$ cat src/rtl/branch_resolve_unit.sv
// -----------------------------------------------------------------------------
// branch_resolve_unit
//
// Resolves conditional branches and JALR jumps in the execute stage. For each
// request it works out the direction and the taken target, picks the correct
// next PC, and flags a mispredict against the fetch-stage prediction. Requests
// travel through a 1- or 2-stage valid/ready pipeline that can be flushed.
// Two wrapping counters track resolved requests and mispredicts.
//
// Parameters
//   DWIDTH  : width of operands, PC, immediate and target
//   LATENCY : pipeline stages from input handshake to output valid (1 or 2)
//   CWIDTH  : width of each performance counter
//
// Ports
//   clk, rst_n          : clock, synchronous active-low reset
//   flush               : kill every in-flight entry at the next edge
//   in_valid / in_ready : request handshake
//   rs1_in, rs2_in      : operands
//   func                : branch funct3 (ignored when is_jalr=1)
//   is_jalr             : unconditional JALR
//   pc_in, imm_in       : instruction PC and sign-extended offset
//   pred_taken/_target  : fetch-stage prediction
//   out_valid/out_ready : result handshake
//   taken, target       : resolved direction and taken target
//   redirect_pc         : correct next PC
//   mispredict          : prediction was wrong
//   br_count            : resolved requests (wraps)
//   misp_count          : mispredicted requests (wraps)
//   cnt_clr             : synchronous clear of both counters
// -----------------------------------------------------------------------------
module branch_resolve_unit #(
  parameter int DWIDTH  = 32,
  parameter int LATENCY = 1,
  parameter int CWIDTH  = 32
) (
  input  logic              clk,
  input  logic              rst_n,
  input  logic              flush,
  input  logic              in_valid,
  output logic              in_ready,
  input  logic [DWIDTH-1:0] rs1_in,
  input  logic [DWIDTH-1:0] rs2_in,
  input  logic [2:0]        func,
  input  logic              is_jalr,
  input  logic [DWIDTH-1:0] pc_in,
  input  logic [DWIDTH-1:0] imm_in,
  input  logic              pred_taken,
  input  logic [DWIDTH-1:0] pred_target,
  output logic              out_valid,
  input  logic              out_ready,
  output logic              taken,
  output logic [DWIDTH-1:0] target,
  output logic [DWIDTH-1:0] redirect_pc,
  output logic              mispredict,
  output logic [CWIDTH-1:0] br_count,
  output logic [CWIDTH-1:0] misp_count,
  input  logic              cnt_clr
);

  // A wrong direction is always a mispredict; a right "taken" guess still
  // mispredicts when it pointed somewhere else.
  function automatic logic calc_misp(input logic              tk,
                                     input logic [DWIDTH-1:0] tgt,
                                     input logic              ptk,
                                     input logic [DWIDTH-1:0] ptgt);
    return (tk != ptk) | (tk & ptk & (tgt != ptgt));
  endfunction

  logic              eq;
  logic              lt_s;
  logic              lt_u;
  logic              dir_taken;
  logic [DWIDTH-1:0] branch_sum;
  logic [DWIDTH-1:0] jalr_sum;
  logic [DWIDTH-1:0] tgt_sel;
  logic [DWIDTH-1:0] pc_plus4;
  logic              accept;
  logic              out_fire;

  // Front-end arithmetic shared by both pipeline depths: the comparisons,
  // the two candidate targets and the fall-through PC. All sums wrap.
  always_comb begin
    eq         = (rs1_in == rs2_in);
    lt_s       = ($signed(rs1_in) < $signed(rs2_in));
    lt_u       = (rs1_in < rs2_in);
    dir_taken  = 1'b0;
    if (is_jalr) begin
      dir_taken = 1'b1;
    end else begin
      case (func)
        3'b000:  dir_taken = eq;
        3'b001:  dir_taken = !eq;
        3'b100:  dir_taken = lt_s;
        3'b101:  dir_taken = !lt_s;
        3'b110:  dir_taken = lt_u;
        3'b111:  dir_taken = !lt_u;
        default: dir_taken = 1'b0;
      endcase
    end
    branch_sum  = pc_in + imm_in;
    jalr_sum    = rs1_in + imm_in;
    jalr_sum[0] = 1'b0;
    tgt_sel     = is_jalr ? jalr_sum : branch_sum;
    pc_plus4    = pc_in + DWIDTH'(4);
  end

  assign accept   = in_valid & in_ready;
  assign out_fire = out_valid & out_ready;

  generate
    if (LATENCY == 1) begin : g_lat1

      // Single output register: it may load when empty or when the consumer
      // takes the current result on this same edge.
      assign in_ready = rst_n & !flush & (!out_valid | out_ready);

      // Output stage; everything is computed ahead of it.
      always_ff @(posedge clk) begin
        if (!rst_n) begin
          out_valid   <= 1'b0;
          taken       <= 1'b0;
          target      <= '0;
          redirect_pc <= '0;
          mispredict  <= 1'b0;
        end else if (flush) begin
          out_valid <= 1'b0;
        end else if (accept) begin
          out_valid   <= 1'b1;
          taken       <= dir_taken;
          target      <= tgt_sel;
          redirect_pc <= dir_taken ? tgt_sel : pc_plus4;
          mispredict  <= calc_misp(dir_taken, tgt_sel, pred_taken, pred_target);
        end else if (out_fire) begin
          out_valid <= 1'b0;
        end
      end

    end else begin : g_lat2

      logic              s0_valid;
      logic              s0_taken;
      logic [DWIDTH-1:0] s0_target;
      logic [DWIDTH-1:0] s0_pc4;
      logic              s0_pred_taken;
      logic [DWIDTH-1:0] s0_pred_target;
      logic              s0_move;

      // Stage 0 hands its entry on whenever stage 1 is empty or draining, so
      // bubbles between the stages collapse.
      assign s0_move  = s0_valid & (!out_valid | out_ready);
      assign in_ready = rst_n & !flush & (!s0_valid | s0_move);

      // Stage 0 holds the resolved direction, the selected target sum, the
      // fall-through sum and the prediction it will be judged against.
      always_ff @(posedge clk) begin
        if (!rst_n) begin
          s0_valid       <= 1'b0;
          s0_taken       <= 1'b0;
          s0_target      <= '0;
          s0_pc4         <= '0;
          s0_pred_taken  <= 1'b0;
          s0_pred_target <= '0;
        end else if (flush) begin
          s0_valid <= 1'b0;
        end else if (accept) begin
          s0_valid       <= 1'b1;
          s0_taken       <= dir_taken;
          s0_target      <= tgt_sel;
          s0_pc4         <= pc_plus4;
          s0_pred_taken  <= pred_taken;
          s0_pred_target <= pred_target;
        end else if (s0_move) begin
          s0_valid <= 1'b0;
        end
      end

      // Stage 1 picks the redirect PC and judges the prediction.
      always_ff @(posedge clk) begin
        if (!rst_n) begin
          out_valid   <= 1'b0;
          taken       <= 1'b0;
          target      <= '0;
          redirect_pc <= '0;
          mispredict  <= 1'b0;
        end else if (flush) begin
          out_valid <= 1'b0;
        end else if (s0_move) begin
          out_valid   <= 1'b1;
          taken       <= s0_taken;
          target      <= s0_target;
          redirect_pc <= s0_taken ? s0_target : s0_pc4;
          mispredict  <= calc_misp(s0_taken, s0_target, s0_pred_taken, s0_pred_target);
        end else if (out_fire) begin
          out_valid <= 1'b0;
        end
      end

    end
  endgenerate

  // Performance counters. A result shown during a flush is discarded, so it
  // does not count; a clear wins over a same-cycle increment.
  always_ff @(posedge clk) begin
    if (!rst_n || cnt_clr) begin
      br_count   <= '0;
      misp_count <= '0;
    end else if (out_fire && !flush) begin
      br_count   <= br_count + CWIDTH'(1);
      misp_count <= misp_count + CWIDTH'(mispredict);
    end
  end

endmodule

$ cat config.mk
export PLATFORM = sky130hd
export DESIGN_NAME = branch_resolve_unit
export DESIGN_NICKNAME = d
export VERILOG_FILES = /design/src/rtl/branch_resolve_unit.sv
export SDC_FILE = /design/constraint.sdc
export NUM_CORES = 1
export LEC_CHECK = 0
export CAP_MARGIN = 20
export CORE_MARGIN = 3
export CORE_UTILIZATION = 35
export DETAILED_ROUTE_END_ITERATION = 10
export PLACE_DENSITY = 0.59
export SLEW_MARGIN = 5
export SYNTH_ARGS = -nofsm -noshare
export SYNTH_HDL_FRONTEND = slang
export SYNTH_SLANG_ARGS = --single-unit
$ cat constraint.sdc
create_clock -name clk -period 4.6 [get_ports clk]
set_clock_uncertainty 0.15 [all_clocks]
set_input_delay 0.92 -clock clk [delete_from_list [all_inputs] [get_ports clk]]
set_output_delay 0.92 -clock clk [all_outputs]
set_load 0.1 [all_outputs]
# After elaboration in Yosys (flattened, before gate mapping)
# Cells that the tools add are included.
[word_totals]
output_inout_bits = 132
reg_bits = 131
wordCells = 50
inputBits = 171
[classes]
n_addsub = 5
n_eq_ne = 8
n_reduce_logical = 12
n_mux = 6
n_lt_le_gt_ge = 2
bitwise = 10
[op_table]
columns = ["op", "count"]
rows = [
  ["adder 32 bit", 2],
  ["less-than comparator 32 bit", 2],
  ["2-to-1 mux 32 bit", 2],
  ["adder 32 x 1 -> 32 bit", 1],
  ["adder 32 x 1 -> 32 bit (second input constant)", 1],
  ["adder 32 x 3 -> 32 bit (second input constant)", 1],
  ["== test 32 bit", 1],
  ["inequality test 32 bit", 1],
  ["== test 3 bit (second input constant)", 4],
  ["bitwise AND 1 bit", 6],
  ["logical NOT 1 bit", 6],
  ["case mux 1 bit (6 select lines)", 1],
  ["== test 3 x 1 -> 1 bit (second input constant)", 1],
  ["logical NOT 3 bit", 1],
  ["2-to-1 mux 1 bit", 3],
  ["NOT 1 bit", 2],
  ["bitwise OR 1 bit", 2],
  ["AND reduction 2 bit", 1],
  ["nonzero test 2 bit", 1],
  ["OR reduction 2 bit", 1],
  ["logical AND 1 bit", 1],
  ["logical OR 1 bit", 1],
  ["inequality test 1 bit", 1],
]

# Longest topological paths before layout
[logic_depth]
depth_word = 7
depth_mapped = 14
ltp_nobuf = 14

# Least setup slack after synthesis
# No wires, ideal clock.
[synth_path]
kind = "input port to flip-flop"
startpoint = "input flush"
endpoint = "register mispredict"
path_stages = 8
path_buffers = 0
arrival_ns = 3.950
setup_time_ns = 0.128
required_ns = 4.322
setup_slack_ns = 0.372
cell_sequence = "nand2b_1 > nor2_1 > nand2_1 > a2111o_1 > nor4_1 > nand4_1 > a2111oi_2 > a31oi_1"
[synth_between]
elab_chain_len = 5
elab_cells_between_ends = 6
classes_between = "4 x bitwise; 2 x reduce/logical"
[synth_lines]
columns = ["item", "line_no", "source"]
rows = [
  ["from (decl)", "39", "input logic flush,"],
  ["logical NOT 1 bit", "116", "assign in_ready = rst_n & !flush & (!out_valid | out_ready);"],
  ["bitwise AND 1 bit (2 in series)", "116", ""],
  ["net in_ready", "41", "output logic in_ready,"],
  ["bitwise AND 1 bit", "108", "assign accept = in_valid & in_ready;"],
  ["AND reduction 2 bit (no line)", "n/a", ""],
  ["to (signal assigned)", "133", "mispredict <= calc_misp(dir_taken, tgt_sel, pred_taken, pred_target);"],
  ["to (decl)", "55", "output logic mispredict,"],
]
# The timed path passes the listed nets, and every way through them passes these cells.
# A chain may end at the register's enable or synchronous reset.

# Worst setup path after layout
[layout_path]
startpoint = "input imm_in[6]"
endpoint = "register mispredict"
[layout_between]
elab_chain_len = 5
elab_cells_between_ends = 6
classes_between = "2 x add/sub; 1 x eq/ne; 1 x mux; 2 x bitwise"
[layout_lines]
columns = ["item", "line_no", "source"]
rows = [
  ["from (decl)", "47", "input logic [DWIDTH-1:0] imm_in,"],
  ["adder 32 bit (on tied branches)", "101, 102", ""],
  ["2-to-1 mux 32 bit (*)", "104", "tgt_sel = is_jalr ? jalr_sum : branch_sum;"],
  ["inequality test 32 bit (*)", "67", "return (tk != ptk) | (tk & ptk & (tgt != ptgt));"],
  ["bitwise AND 1 bit (*)", "67", ""],
  ["bitwise OR 1 bit (*)", "67", ""],
]
# Mark *: on every way between the ends. The rest lies on a longest branch, timed or not.

==> metrics <==
total track usage 0.2438; Startpoint Class input port; layout cells sized above 1 0.1790; worst skew pair latency approximately 0.4 ns; Synth top cells by count nand2_1 (200), nor2_1 (133), dfxtp_1 (131); initial core utilization 0.3608; Synth area leaders dfxtp_1 (23%), ha_1 (10%), nand2_1 (6.5%); routed len/inst 18.03 um; final instance area 0.01769 mm2; vias per cell just over 5; #FFs+latches synth 131; via count roughly 13k; Fin. Hold Viols 0; min cycle time layout 4.501 ns; cell taking the most area after synthesis dfxtp_1; # clock sinks 131; Root Buffer clkbuf_16; Setup violations, final 0; Final period util 0.9785; LEAKAGE 7.470 nW; Internal Dissipation 2.964 mW; combinational share of power 0.425; GRT overflow 0; clk slew on worst S/H paths ~0.06 ns; FILL cells 3100; Cell variety after synth 84; core box area 0.03204 mm2; WP data arrival around 4.6 ns; clock tree buffer depth 2; largest family of logic cells by synthesized area simple AND/OR/NAND/NOR gates; cell depth of the worst hold path 2; Post-synth EDFFs 0; Initial DRC Count 721; Sequential Power Share 0.259; Tot Pwr about 4.6 mW; min-delay worst type reg2reg; simple-gate portion of the synthesized area 0.2437; Peak supply drop around 210 uV; Max FO, Critical Path 7; synthesized cell area 0.01156 mm2; PwrDens between 200 and 300 mW/mm2; synth warn 0; MaxCap Viol Count 0; initial antenna violation count 2; Synth Net Count 1782; H-tree levels 4; syn_area_per_cell 7.645 um2; Worst Path Required roughly 4.7 ns; Die Wd between 150 and 200 um; final wirelength ~45000 um; number of buffers created by CTS 17; Setup CP Type in2reg; I/O pins a little over 300; Placer Congestion around 0.92; Syn Inst Count between 1.5k and 2k; drt drc 0; Rel. slew slack 0.2560; TritonCTS clock tree built; via count of the first global-routing pass ~13k; Synth-to-Final Area Change 53.00%; drt pass-1 iters 6; Post-synth ARST share 0; Post-Place Cell Area 0.01674 mm2; Seq/Total Area, Yosys 0.2269; num rows 65; adder-cell share of the synthesized area 0.1085; RR Endpoint br_count[31]; Synth Area in Compound Gates 0.2268; Worst Setup End Kind register; Register-to-Register Path Depth 9; fin. max-slew vios 0; RSZ-0062 raised after global routing no; HPWL Detailed 37590 um; Worst-Margin Slew 1.113 ns; Final Net Count 2297; Switching Share 0.3516; first-pass GRT wire length 68790 um; worst hold start target[0]; most common flop cell mapped by yosys dfxtp_1; die area about 0.035 mm2; sw power between 1.5 and 2 mW; Port Buffers around 300; count leader, synth nand2_1; Max Fclk between 0.2 and 0.25 GHz; post-synthesis mux area share 0.02998; reg-to-reg setup timing slack ~1.8 ns; overall die height 187.7 um; R2R Path Start out_valid; largest net degree at the start of global routing 68; Hold Path End target[0]; Synth Area in XOR/XNOR 0.1177; antenna-violating nets left 0; clock group share of total power 0.316; outcome finished clean; Layout Utilization 0.5520; post-synth top area share 0.2269
==> registers in the layout, indices dropped and copies added (netlist names) <==
| signal | count |
|---|---|
| br_count | 32 |
| misp_count | 32 |
| mispredict | 1 |
| out_valid | 1 |
| redirect_pc | 32 |
| taken | 1 |
| target | 32 |
==> power by group through the flow <==
stage	registers (mW)	clock network [mW]	logic, mW
final	1.19	1.44	1.94
after global routing	1.19	1.53	2.09
after CTS	1.19	1.48	1.90
after detailed placement	1.21	0	1.87
after global placement	1.21	0	1.87
after floorplan	1.43	0	0.813
==> through the flow <==
stage / setup WS [ns] / cells / hold WS (ns) / TNS (ns)
3_3_place_gp: -0.4808 / 2439 / 0.2916 / -2.093
5_1_grt: 0.004819 / 2475 / 0.3320 / 0
2_1_floorplan: 0.3720 / 1512 / 0.7321 / 0
4_1_cts: 0.002388 / 2472 / 0.3105 / 0
3_5_place_dp: -0.5814 / 2439 / 0.3017 / -3.742
6_report: 0.09879 / 2475 / 0.3098 / 0
==> critical path, cell delays in order <==
cell and delay [ns]:
clkdlybuf4s50_1 0.52, ha_1 0.45, buf_4 0.16, nand2_1 0.07
nor3_1 0.12, o21ai_1 0.11, nand2_2 0.14, nor2_2 0.07
or4_1 0.64, and4_1 0.25, or3_1 0.32, a221oi_1 0.30
nand4_1 0.21, a2111oi_2 0.24, a31oi_1 0.12
==> repair_timing <==
item                                    4_1_cts  5_1_grt
endpoints found under the setup margin        1        4
hold buffers                                  0        0
resized for setup                            19       44
pin swaps                                    11       17
setup buffers                                 2        2
==> layout make-up <==
cell class / instances / area (um2) / area share
Antenna cell: 1 / 2.502 / 0.0001415
Clock buffer: 19 / 452.9 / 0.02561
Clock inverter: 12 / 178.9 / 0.01012
Inverter: 56 / 210.2 / 0.01188
Multi-Input combinational cell: 1260 / 8676 / 0.4905
Sequential cell: 131 / 2623 / 0.1483
Tap cell: 435 / 544.3 / 0.03077
Timing Repair Buffer: 561 / 5000 / 0.2827
==> how the worst max path moves through the flow <==
stage	slack, ns	cells past startpoint	end	startpoint
5_1_grt	0.005	17	mispredict	pc_in[0]
4_1_cts	0.002	17	mispredict	imm_in[4]
3_5_place_dp	-0.58	15	mispredict	pc_in[4]
6_report	0.1	15	mispredict	imm_in[6]
3_3_place_gp	-0.48	15	mispredict	pc_in[4]
2_1_floorplan	0.37	8	mispredict	flush
==> cells by family (layout without fill, tap and decap cells) <==
logic type,Yosys count,in the layout
AND/OR/NAND/NOR,589,589
AO/OA/AOI/OAI,386,386
XOR/XNOR,152,152
flip-flops,131,131
buffers and inverters,121,648
adder cells (fa/ha/maj),99,99
multiplexers,34,34
other,0,1
==> routing by layer <==
metal	vias to the layer above	GRT usage	part of all wire	wire [um]
met4	2	0.06320	0.021	947
met2	372	0.4014	0.46	20460
li1	6466	-	-	-
met5	-	0	0.00038	17
met3	40	0.03646	0.058	2569
met1	5974	0.3342	0.46	20650
==> cells in the final DEF, fill, tap and decap left out, types with 23 or more instances in the layout <==
cell type	instances
xnor2_1	63
clkdlybuf4s50_1	291
mux2i_1	28
nand4_1	35
ha_1	92
o21ai_0	82
nand2_1	196
a21o_1	27
xor2_1	83
a21oi_1	89
buf_4	257
nand3_1	61
and2_1	23
dfxtp_1	131
inv_1	56
nor3_1	25
and3_1	32
nor2_1	131
(Power assumes the default switching activity.)
